===== config.mk =====
export PLATFORM = sky130hd
export DESIGN_NAME = seg_scan_mux
export DESIGN_NICKNAME = d
export VERILOG_FILES = /design/src/rtl/seg_scan_mux.sv
export SDC_FILE = /design/constraint.sdc
export NUM_CORES = 1
export LEC_CHECK = 0
export ABC_AREA = 1
export ABC_CLOCK_PERIOD_IN_PS = 2100
export CELL_PAD_IN_SITES_DETAIL_PLACEMENT = 2
export CELL_PAD_IN_SITES_GLOBAL_PLACEMENT = 2
export CORE_AREA = 2 2 118 120
export DETAILED_ROUTE_END_ITERATION = 16
export DIE_AREA = 0 0 120 122
export PLACE_DENSITY = 0.7
export REMOVE_ABC_BUFFERS = 1
export SETUP_SLACK_MARGIN = 0.4
export SYNTH_ARGS = -nofsm -noshare
export SYNTH_HDL_FRONTEND = slang
export SYNTH_SLANG_ARGS = --single-unit

===== constraint.sdc =====
create_clock -name clk -period 2.1 [get_ports clk]
set_input_delay 0.21 -clock clk [delete_from_list [all_inputs] [get_ports clk]]
set_output_delay 0.21 -clock clk [all_outputs]
set_load 0.02 [all_outputs]

===== src/rtl/seg_scan_mux.sv =====
// -----------------------------------------------------------------------------
// seg_scan_mux
//
// Time-multiplexes three active-low 7-segment patterns (hundreds C, tens D,
// units U) onto one shared segment bus with per-digit anode enables.
//
// New digits are captured into pending registers on load. They reach the
// display only at a frame boundary, so a frame never shows a mix of old and
// new digits. The last GAP cycles of every slot drive all anodes off to stop
// ghosting between digits. Leading-zero blanking and a whole-display blink
// are also provided.
//
// Ports:
//   clk        rising-edge clock
//   rst_n      synchronous reset, active-low
//   load       one-cycle strobe, captures dig_c/dig_d/dig_u into pending
//   dig_c      hundreds pattern, active-low, bit0=a .. bit6=g
//   dig_d      tens pattern, same encoding
//   dig_u      units pattern, same encoding
//   blank_lz   enable leading-zero blanking
//   blink_en   enable whole-display blink
//   seg        shared segment bus, active-low (registered)
//   an         anode enables, active-low, an[2]=C an[1]=D an[0]=U (registered)
//   frame_done one-cycle pulse the cycle after each frame boundary
// -----------------------------------------------------------------------------
module seg_scan_mux #(
    parameter int DIV          = 50000,
    parameter int GAP          = 4,
    parameter int BLINK_FRAMES = 64
) (
    input  logic       clk,
    input  logic       rst_n,
    input  logic       load,
    input  logic [6:0] dig_c,
    input  logic [6:0] dig_d,
    input  logic [6:0] dig_u,
    input  logic       blank_lz,
    input  logic       blink_en,
    output logic [6:0] seg,
    output logic [2:0] an,
    output logic       frame_done
);

    localparam int DIV_W = (DIV > 1) ? $clog2(DIV) : 1;
    localparam int BLK_W = (BLINK_FRAMES > 1) ? $clog2(BLINK_FRAMES) : 1;

    localparam logic [DIV_W-1:0] DIV_LAST  = DIV_W'(DIV - 1);
    // One bit wider than div_cnt so that GAP=0 (window end == DIV) still fits.
    localparam logic [DIV_W:0]   DRIVE_END = (DIV_W + 1)'(DIV - GAP);
    localparam logic [BLK_W-1:0] BLK_LAST  = BLK_W'(BLINK_FRAMES - 1);

    localparam logic [6:0] ZERO    = 7'b1000000;
    localparam logic [6:0] SEG_OFF = 7'h7F;
    localparam logic [2:0] AN_OFF  = 3'b111;

    typedef enum logic [1:0] {
        S_C,
        S_D,
        S_U
    } slot_t;

    slot_t            slot;
    logic [DIV_W-1:0] div_cnt;
    logic [BLK_W-1:0] blink_cnt;
    logic             blink_phase;

    logic [6:0] pend_c, pend_d, pend_u;
    logic [6:0] act_c, act_d, act_u;

    logic       boundary;
    logic       in_window;
    logic       blank_c;
    logic       blank_d;
    logic       blink_off;
    logic [6:0] nxt_seg;
    logic [2:0] nxt_an;

    // Decode of the current cycle's state into what the display should show.
    always_comb begin
        boundary  = (slot == S_U) && (div_cnt == DIV_LAST);
        in_window = ({1'b0, div_cnt} < DRIVE_END);
        // D can only be a leading zero if C already is one.
        blank_c   = blank_lz && (act_c == ZERO);
        blank_d   = blank_c && (act_d == ZERO);
        blink_off = blink_en && blink_phase;

        nxt_seg = SEG_OFF;
        nxt_an  = AN_OFF;
        case (slot)
            S_C: begin
                if (!blank_c) begin
                    nxt_seg = act_c;
                    nxt_an  = 3'b011;
                end
            end
            S_D: begin
                if (!blank_d) begin
                    nxt_seg = act_d;
                    nxt_an  = 3'b101;
                end
            end
            S_U: begin
                nxt_seg = act_u;
                nxt_an  = 3'b110;
            end
            default: begin
                nxt_seg = SEG_OFF;
                nxt_an  = AN_OFF;
            end
        endcase

        if (!in_window || blink_off) begin
            nxt_seg = SEG_OFF;
            nxt_an  = AN_OFF;
        end
    end

    // Scan state, digit registers, blink timer and the registered outputs.
    always_ff @(posedge clk) begin
        if (!rst_n) begin
            slot        <= S_C;
            div_cnt     <= '0;
            blink_cnt   <= '0;
            blink_phase <= 1'b0;
            pend_c      <= SEG_OFF;
            pend_d      <= SEG_OFF;
            pend_u      <= SEG_OFF;
            act_c       <= SEG_OFF;
            act_d       <= SEG_OFF;
            act_u       <= SEG_OFF;
            seg         <= SEG_OFF;
            an          <= AN_OFF;
            frame_done  <= 1'b0;
        end else begin
            if (div_cnt == DIV_LAST) begin
                div_cnt <= '0;
                case (slot)
                    S_C:     slot <= S_D;
                    S_D:     slot <= S_U;
                    default: slot <= S_C;
                endcase
            end else begin
                div_cnt <= div_cnt + DIV_W'(1);
            end

            // The boundary copies the pending value from before this edge,
            // so a load landing on the boundary waits a full frame.
            if (boundary) begin
                act_c <= pend_c;
                act_d <= pend_d;
                act_u <= pend_u;
            end

            if (load) begin
                pend_c <= dig_c;
                pend_d <= dig_d;
                pend_u <= dig_u;
            end

            if (!blink_en) begin
                blink_cnt   <= '0;
                blink_phase <= 1'b0;
            end else if (boundary) begin
                if (blink_cnt == BLK_LAST) begin
                    blink_cnt   <= '0;
                    blink_phase <= ~blink_phase;
                end else begin
                    blink_cnt <= blink_cnt + BLK_W'(1);
                end
            end

            // Output register stage: one cycle behind the scan state.
            seg        <= nxt_seg;
            an         <= nxt_an;
            frame_done <= boundary;
        end
    end

endmodule


==> results.json, run 1 <==
{
  "clkPwrFrac_pct": 49.8,
  "combPwrFrac_pct": 4.5,
  "start_util_pct": 24.3,
  "drv_cap": 0,
  "grt_pass1_vias": 3230,
  "io_pins": 37,
  "setup_viol": 0,
  "setup.worst_path.start_class": "register",
  "path_clk_slew_ns": 0.06,
  "netlist_instances": 443,
  "synth_seq_cells": 78,
  "synth_edf_count": 0,
  "first_iter_violations": 97,
  "cts_tree": "built",
  "max_stage_delay_ns": 0.43,
  "cellPowerDensity_nw_per_um2": 785,
  "rows": 43,
  "slew_violations": 0,
  "power.leakage_nw": 1.73,
  "path_cells": "inv_1 -> ha_2 -> buf_4 -> nand3_2 -> buf_4 -> nand2_1 -> a21oi_1",
  "cts.sinks": 78,
  "crit_required_ns": 2.36,
  "yosys_warnings": 0,
  "cp_common_cell": "buf_4",
  "cts_htree_levels": 3,
  "dieWidth_um": 120,
  "ctsRootBufferMaster": "clkbuf_16",
  "synth.distinct_cells": 30,
  "async_flop_share_pct": 0,
  "clockBufferDepth": 2,
  "period_needed_ns": 1.65,
  "synth.area.top_cells": "dfxtp_1 48%, nand2_1 17%, nand3_1 9.4%",
  "antenna_found_initial": 0,
  "yosys.area.top_type": "dfxtp_1",
  "cp_slowest_cell": "dfxtp_1",
  "max_freq_mhz": 606,
  "pwr-share-seq_pct": 45.8,
  "area_growth_syn_to_layout_pct": 29.8,
  "swShare_pct": 21.5,
  "routed_wl_um": 9350,
  "io_buffers": 36,
  "slew_headroom_pct": 56.3,
  "rsz0062_at_grt": "true",
  "grt_usage_pct": 13.8,
  "fin_crit_sh_pct": 78.6,
  "hpwlAfterDp_um": 6610,
  "timing.setup.tns_ns": 0,
  "gp_congestion": 0.785,
  "gr-total-overflow": 0,
  "grt_pass1_wl_um": 15700,
  "avgSynthCellArea_sq_um": 7.42,
  "core_area_sq_um": 13500,
  "p_int_mw": 2.63,
  "fin_skew_ns": 0.00658,
  "grt_max_degree": 34,
  "yosysTopAreaCellShare_pct": 47.5,
  "diodes": 0,
  "clk_latency_ns": 0.34,
  "layout.nets": 517,
  "irDropWorstVdd_uv": 347,
  "ant_nets": 0,
  "wl_per_cell_um": 14.0,
  "synthTopCellsByCount": "145 x nand2_1, 78 x dfxtp_1, 62 x nand3_1",
  "p_sw_mw": 0.720,
  "min_path_type": "in -> reg",
  "tightestPinTransition_ns": 0.654,
  "cts_made_buffers": 9,
  "cp_top_family": "buffers and inverters",
  "hold_viol": 0,
  "utilization_pct": 31.6,
  "synthMostInstantiatedCell": "nand2_1",
  "ys_seq_area_share_pct": 47.5,
  "end_kind": "register",
  "die_h_um": 122,
  "arrival_ns": 1.91,
  "path_buf_inv": 3,
  "critPathMaxFanout": 17,
  "synthFlopType": "dfxtp_1",
  "drc": 0,
  "outcome": "finished, final reports clean",
  "critical_path_class": "reg -> reg",
  "fill_cells": 1604,
  "synth_area_sq_um": 3290,
  "first_pass_iters": 4,
  "final_layout_size_suffix_gt1_share_pct": 8.78,
  "via_per_inst": 4.50,
  "dieArea_sq_um": 14600,
  "holdBufCountCts": 0,
  "vias": 3015
}
[power groups by stage]
stage / registers [mW] / logic, mW / clock network, mW
after floorplan: 1.56 / 0.0552 / 0
after global placement: 1.56 / 0.147 / 0
after detailed placement: 1.57 / 0.154 / 0
after CTS: 1.53 / 0.155 / 1.72
after global routing: 1.54 / 0.172 / 1.78
final: 1.53 / 0.150 / 1.67
[layout make-up]
cell class                      count  area (sq um)  area share (%)
Sequential cell                    78          1560            36.6
Multi-Input combinational cell    317          1550            36.3
Timing Repair Buffer               47           493            11.6
Clock buffer                       10           229            5.37
Tap cell                          180           225            5.28
Inverter                           32           120            2.82
Clock inverter                      6          86.3            2.02
[layer usage]
layer	wire length (um)	up-vias	global-route usage [%]	part of all wire (%)
met5	0	-	0	0
met4	146	0	4.85	1.6
met3	250	12	3.56	2.7
met2	4730	30	24.6	51
met1	4220	1457	15.9	45
li1	-	1516	-	-
[tightest hold or removal path, delay by kind of cell]
kind                   cells  cell delay, ns
buffers and inverters      1            0.40
and+or+nand+nor            2            0.11
[cell usage in the layout (no fill, tap or decap), drive strengths merged, types with 3 or more instances in the layout]
cell,n
nand2,147
buf,11
nand4,8
clkinv,3
ha,6
nor3,5
nor2,41
nand3,63
clkbuf,10
clkdlybuf4s50,36
a22o,6
o21ai,4
a21oi,26
dfxtp,78
inv,32
[timing repair]
item / 4_1_cts / 5_1_grt
endpoints found under the hold margin: 0 / 0
gates resized for setup: 4 / 4
setup buffers: 0 / 4
cloned: 1 / 0
pin swaps: 1 / 4
setup endpoints to repair: 17 / 48
[worst paths after layout]
path              start            to  slack (ns)  depth (start not counted)
max             slot[0]  blink_cnt[0]        0.45                          7
min            dig_u[2]     pend_u[2]        0.43                          3
max reg2reg     slot[0]  blink_cnt[0]        0.45                          7
min reg2reg  div_cnt[0]    div_cnt[0]        0.45                          1
[stage by stage]
step / area [sq um] / instances / hold slack [ns] / power (mW) / worst slack, ns
2_1_floorplan: 3190 / 426 / 0.294 / 1.62 / 0.558
3_3_place_gp: 3840 / 649 / 0.428 / 1.71 / 0.419
3_5_place_dp: 3840 / 649 / 0.444 / 1.72 / 0.267
4_1_cts: 4180 / 666 / 0.425 / 3.40 / 0.368
5_1_grt: 4270 / 670 / 0.452 / 3.49 / 0.339
6_report: 4270 / 670 / 0.432 / 3.35 / 0.450
[kinds of logic after synthesis]
kind of cell	share of synthesized area, %
compound gates	6.85
xor+xnor	1.07
fa+ha+maj	2.28
buf+inv	6.63
flops	47.5
simple gates	35.6
[state kept, by name (all words and copies together) (netlist names)]
register	count
act_u	7
act_c	7
an	3
pend_d	7
pend_c	7
act_d	7
pend_u	7
blink_cnt	6
frame_done	1
slot	2
div_cnt	16
seg	7
blink_phase	1
Power figures use the tool's default switching activity.
==> run 2: changes to the inputs <==
--- a/config.mk
+++ b/config.mk
@@ -6,7 +6,7 @@
 export NUM_CORES = 1
 export LEC_CHECK = 0
 export ABC_AREA = 1
-export ABC_CLOCK_PERIOD_IN_PS = 2100
+export ABC_CLOCK_PERIOD_IN_PS = 1600
 export CELL_PAD_IN_SITES_DETAIL_PLACEMENT = 2
 export CELL_PAD_IN_SITES_GLOBAL_PLACEMENT = 2
 export CORE_AREA = 2 2 118 120
==> constraint.sdc (replaced) <==
create_clock -name clk -period 1.6 [get_ports clk]
set_input_delay 0.16 -clock clk [delete_from_list [all_inputs] [get_ports clk]]
set_output_delay 0.16 -clock clk [all_outputs]
set_load 0.02 [all_outputs]
==> run 2 against run 1 <==
Effect of this change: clock power is 25% higher; register-to-register slack lost 0.32 ns; global-route usage rose by 1.3 points; largest cell class is now multi-input combinational cells; maximum frequency up 12%; core utilization is 4.5 points higher; clock skew up 0.0024 ns.
==> results.json, run 2 (same netlist as run 1, synthesis figures left out) <==
{
  "gp_congestion": 0.735,
  "first_iter_violations": 68,
  "clockBufferDepth": 2,
  "most-common-layout-cells": "121 x nand2_1, 61 x dfxtp_1, 49 x nand3_1",
  "multi_input_comb_area_sq_um": 1870,
  "ant_nets": 0,
  "max_freq_mhz": 678,
  "die_h_um": 122,
  "slew_headroom_pct": 56.7,
  "end_kind": "register",
  "irDropWorstVdd_uv": 423,
  "critPathMaxFanout": 6,
  "setup.worst_path.start_class": "register",
  "p_int_mw": 3.34,
  "via_per_inst": 4.57,
  "clk_latency_ns": 0.34,
  "arrival_ns": 1.76,
  "layout.nets": 546,
  "rows": 43,
  "crit_required_ns": 1.88,
  "largest_reg_flops": 16,
  "grt_max_degree": 38,
  "drc": 0,
  "largest_register": "div_cnt",
  "wl_per_cell_um": 15.0,
  "dieArea_sq_um": 14600,
  "critical_path_class": "reg -> reg",
  "io_buffers": 36,
  "dpl_cell_area_sq_um": 3980,
  "vias": 3191,
  "final_area_sq_um": 4870,
  "grt_pass1_wl_um": 17300,
  "antenna_found_initial": 0,
  "hpwlAfterDp_um": 6970,
  "first_pass_iters": 4,
  "power.leakage_nw": 2.00,
  "setup_viol": 0,
  "r2r_setup_slack_ns": 0.13,
  "swShare_pct": 22.8,
  "path_clk_slew_ns": 0.06,
  "power_mw": 4.33,
  "clkPwrFrac_pct": 48.2,
  "whs_ns": 0.393,
  "min_path_type": "in -> reg",
  "dieWidth_um": 120,
  "gr-total-overflow": 0,
  "cellPowerDensity_nw_per_um2": 888,
  "rsz0062_at_grt": "true",
  "routed_wl_um": 10500,
  "period_needed_ns": 1.47,
  "area_growth_syn_to_layout_pct": 48.3,
  "grt_pass1_vias": 3550,
  "ctsRootBufferMaster": "clkbuf_16",
  "cts_made_buffers": 9,
  "hold_viol": 0,
  "p_sw_mw": 0.987,
  "start_util_pct": 24.3,
  "outcome": "finished, final reports clean",
  "mostFrequentLayoutCell": "nand2_1",
  "cts_tree": "built",
  "io_pins": 37,
  "cts_htree_levels": 3,
  "drv_cap": 0,
  "fill_cells": 1519,
  "utilization_pct": 36.1,
  "slew_violations": 0,
  "grt_usage_pct": 15.1,
  "fin_crit_sh_pct": 92.2,
  "diodes": 0,
  "final_layout_size_suffix_gt1_share_pct": 29.7,
  "core_area_sq_um": 13500,
  "fin_skew_ns": 0.00903,
  "pwr-share-seq_pct": 46.7,
  "cts.sinks": 78,
  "tightestPinTransition_ns": 0.649,
  "regArea_sq_um": 1590,
  "combPwrFrac_pct": 5.1
}
## run 2: path summary, 6_finish.rpt
check / from / endpoint / cells past startpoint
worst max-delay path: div_cnt[0] / act_u[2] / 9
worst min-delay path: dig_u[5] / pend_u[5] / 3
worst max register to register: div_cnt[0] / act_u[2] / 9
worst min register to register: pend_c[3] / pend_c[3] / 2
## run 2: layout make-up
class                           count  area share [%]
Multi-Input combinational cell    316            38.3
Sequential cell                    78            32.6
Timing Repair Buffer               77            15.8
Tap cell                          180            4.62
Clock inverter                      6            1.26
Clock buffer                       10            4.90
Inverter                           32            2.57
## run 2: layer usage
metal  vias to the layer above  share of wire (%)  wire length, um  GRT usage (%)
met2                        32                 55             5780           29.2
met5                         -                  0                0              0
met4                         0                1.1              115           3.90
met3                         9                2.2              233           3.32
li1                       1572                  -                -              -
met1                      1578                 42             4390           16.6
## run 2: critical path, stage by stage (launching register included)
cell and delay (ns):
dfxtp_2 0.35, ha_4 0.16, nand3_4 0.09, nor2_4 0.18
nand2_4 0.10, nor2_8 0.17, buf_12 0.13, buf_16 0.12
nand2_2 0.05, nand3_2 0.05
## run 2: repair_timing
item	in CTS	in global routing
buffers inserted	15	3
gates resized for setup	124	25
setup endpoints to repair	68	60
pin swaps	28	12
gates cloned	1	0
hold buffers	0	0
## run 2: through the flow
| step | std cells | setup WS, ns | TNS (ns) |
|---|---|---|---|
| after floorplan | 426 | 0.0575 | 0 |
| after global placement | 664 | -0.0361 | -0.200 |
| after detailed placement | 664 | -0.100 | -0.482 |
| after CTS | 696 | 0.133 | 0 |
| after global routing | 699 | 0.0446 | 0 |
| final | 699 | 0.125 | 0 |
## run 2: power groups by stage
stage | clock [mW] | combinational, mW | sequential (mW)
6_report | 2.09 | 0.222 | 2.02
5_1_grt | 2.23 | 0.254 | 2.02
4_1_cts | 2.14 | 0.223 | 2.02
3_5_place_dp | 0 | 0.205 | 2.06
3_3_place_gp | 0 | 0.195 | 2.05
2_1_floorplan | 0 | 0.0725 | 2.05
==> run 3: changes to the inputs <==
==> config.mk (replaced) <==
export PLATFORM = sky130hd
export DESIGN_NAME = seg_scan_mux
export DESIGN_NICKNAME = d
export VERILOG_FILES = /design/src/rtl/seg_scan_mux.sv
export SDC_FILE = /design/constraint.sdc
export NUM_CORES = 1
export LEC_CHECK = 0
export ABC_AREA = 1
export ABC_CLOCK_PERIOD_IN_PS = 1900
export CELL_PAD_IN_SITES_DETAIL_PLACEMENT = 2
export CELL_PAD_IN_SITES_GLOBAL_PLACEMENT = 2
export CORE_AREA = 2 2 108 110
export DETAILED_ROUTE_END_ITERATION = 16
export DIE_AREA = 0 0 110 112
export PLACE_DENSITY = 0.81
export REMOVE_ABC_BUFFERS = 1
export SETUP_SLACK_MARGIN = 0.4
export SYNTH_ARGS = -nofsm -noshare
export SYNTH_HDL_FRONTEND = slang
export SYNTH_SLANG_ARGS = --single-unit
export TNS_END_PERCENT = 10
==> constraint.sdc (replaced) <==
create_clock -name clk -period 1.9 [get_ports clk]
set_input_delay 0.19 -clock clk [delete_from_list [all_inputs] [get_ports clk]]
set_output_delay 0.19 -clock clk [all_outputs]
set_load 0.02 [all_outputs]
==> run 3 against run 2 <==
Effect of this change: first-iteration DRC count grew 60%; count of clock-buffer cells in the layout down 1; global-route usage increased by 2.4 points; final cell count shrank 7.9%; maximum frequency down 5.1%; core utilization rose by 3.2 points; sequential share of layout area is 3.4 points higher; die area fell by 16%; register-to-register slack improved by 0.22 ns; critical endpoint is now blink_cnt[5]; clock skew is 0.0030 ns higher; critical path depth did not move; highest routed layer unchanged; combinational power down 23%.
==> results.json, run 3 (same netlist as run 1, synthesis figures left out) <==
{
  "area_growth_syn_to_layout_pct": 33.7,
  "crit_required_ns": 2.12,
  "grt_pass1_vias": 3415,
  "gp_congestion": 0.789,
  "r2r_cells": 9,
  "clkPwrFrac_pct": 49.0,
  "grt_pass1_wl_um": 16700,
  "combPwrFrac_pct": 4.7,
  "power.leakage_nw": 1.79,
  "holdBufCountCts": 0,
  "r2r-start": "div_cnt[10]",
  "min-delay-start": "dig_u[2]",
  "r2r-end": "blink_cnt[5]",
  "setup.worst_path.start_class": "register",
  "arrival_ns": 1.78,
  "rows": 39,
  "grt_usage_pct": 17.5,
  "gr-total-overflow": 0,
  "cts_htree_levels": 3,
  "tightestPinTransition_ns": 0.653,
  "drc": 0,
  "irDropWorstVdd_uv": 465,
  "via_per_inst": 4.97,
  "min_path_type": "in -> reg",
  "first_iter_violations": 109,
  "fin_crit_sh_pct": 81.8,
  "clk_latency_ns": 0.34,
  "place_ws_ns": 0.132,
  "io_pins": 37,
  "timing.setup.tns_ns": 0,
  "diodes": 0,
  "slew_violations": 0,
  "pwr-share-seq_pct": 46.3,
  "p_int_mw": 2.79,
  "first_pass_iters": 4,
  "start_util_pct": 29.4,
  "antenna_found_initial": 0,
  "largest_register": "div_cnt",
  "dp_cells": 614,
  "die_h_um": 112,
  "cts_tree": "built",
  "ant_nets": 0,
  "r2r_setup_slack_ns": 0.35,
  "dieWidth_um": 110,
  "period_needed_ns": 1.55,
  "critPathMaxFanout": 17,
  "vias": 3201,
  "max_freq_mhz": 643,
  "grt_max_degree": 48,
  "slew_headroom_pct": 56.5,
  "ctsRootBufferMaster": "clkbuf_16",
  "hold-path-cell-count": 3,
  "final_layout_size_suffix_gt1_share_pct": 16.8,
  "layout.nets": 528,
  "clockBufferDepth": 2,
  "final_cells": 644,
  "most-common-layout-cells": "143 x nand2_1, 65 x dfxtp_1, 59 x nand3_1",
  "hpwlAfterDp_um": 6590,
  "cts_made_buffers": 9,
  "fin_ws_ns": 0.345,
  "routed_wl_um": 10900,
  "hold_viol": 0,
  "drv_cap": 0,
  "dieArea_sq_um": 12300,
  "p_sw_mw": 0.868,
  "worstHoldEndpoint": "pend_u[2]",
  "rsz0062_at_grt": "true",
  "io_buffers": 36,
  "fin_skew_ns": 0.0120,
  "swShare_pct": 23.7,
  "mostFrequentLayoutCell": "nand2_1",
  "cellPowerDensity_nw_per_um2": 833,
  "wl_per_cell_um": 16.9,
  "largest_reg_flops": 16,
  "critical_path_class": "reg -> reg",
  "path_clk_slew_ns": 0.07,
  "outcome": "finished, final reports clean",
  "end_kind": "register",
  "setup_viol": 0,
  "core_area_sq_um": 11200,
  "cts.sinks": 78
}
## run 3: changes by cell type in the layout (fill, tap and decap cells not counted), moves of 5 or more
| cell | before | now |
|---|---|---|
| nand3_1 | 49 | 59 |
| buf_4 | 23 | 18 |
| clkdlybuf4s50_1 | 25 | 35 |
| nand3_2 | 12 | 2 |
| a21oi_1 | 17 | 23 |
| dlygate4sd2_1 | 7 | 0 |
| buf_6 | 13 | 1 |
| nand2_2 | 15 | 3 |
| a21oi_2 | 9 | 3 |
| nand2_1 | 121 | 143 |
| nand2_4 | 11 | 1 |
## run 3: cell type report
class	count	area (sq um)
multi-input cells	317	1640
clock buffers	9	225
inverters	32	120
clock inverters	7	78.8
repair buffers	58	569
fillers	1278	6780
well taps	143	179
flip-flops and latches	78	1580
## run 3: repair_timing
item,CTS,global route
gates resized for setup,14,37
buffers inserted,4,9
gates cloned,1,0
pin swaps,6,9
endpoints found under the setup margin,54,60
## run 3: how the worst max path moves through the flow
| stage | from | end | slack (ns) | cells after the start |
|---|---|---|---|---|
| floorplan | div_cnt[0] | blink_cnt[5] | 0.36 | 8 |
| finish | div_cnt[10] | blink_cnt[5] | 0.35 | 9 |
| global placement | rst_n | an[1] | 0.20 | 6 |
| global route | div_cnt[6] | blink_cnt[5] | 0.23 | 10 |
| detailed placement | rst_n | seg[0] | 0.13 | 6 |
| CTS | div_cnt[8] | blink_cnt[5] | 0.33 | 10 |
## run 3: stage by stage
stage / util [%] / total power [mW] / cell area, sq um / hold slack [ns]
floorplan: - / 1.79 / 3190 / 0.274
global placement: 34.1 / 1.89 / 3810 / 0.430
detailed placement: 34.1 / 1.90 / 3810 / 0.449
CTS: 37.6 / 3.70 / 4200 / 0.414
global route: 39.3 / 3.80 / 4390 / 0.437
finish: 39.3 / 3.66 / 4390 / 0.416
## run 3: power by group through the flow
stage | Sequential (mW) | Clock, mW | Combinational, mW
after floorplan | 1.73 | 0 | 0.0610
after global placement | 1.73 | 0 | 0.159
after detailed placement | 1.73 | 0 | 0.167
after CTS | 1.69 | 1.83 | 0.170
after global routing | 1.70 | 1.91 | 0.193
final | 1.69 | 1.80 | 0.172
## run 3: metal layers
metal  track usage (%)  up-vias  wire [um]
met3              4.04       20        286
met1              19.3     1594       4260
met2              33.0       50       6130
li1                  -     1537          -
met5                 0        -          0
met4              4.22        0        231
## run 3: critical path, stage by stage (launching register included)
cell and delay, ns:
dfxtp_2 0.35, nor2_2 0.15, nand2_2 0.11, nor2_4 0.22
nand3_4 0.12, buf_12 0.17, nand2_1 0.06, inv_1 0.06
nor2_1 0.13, nor2_1 0.07
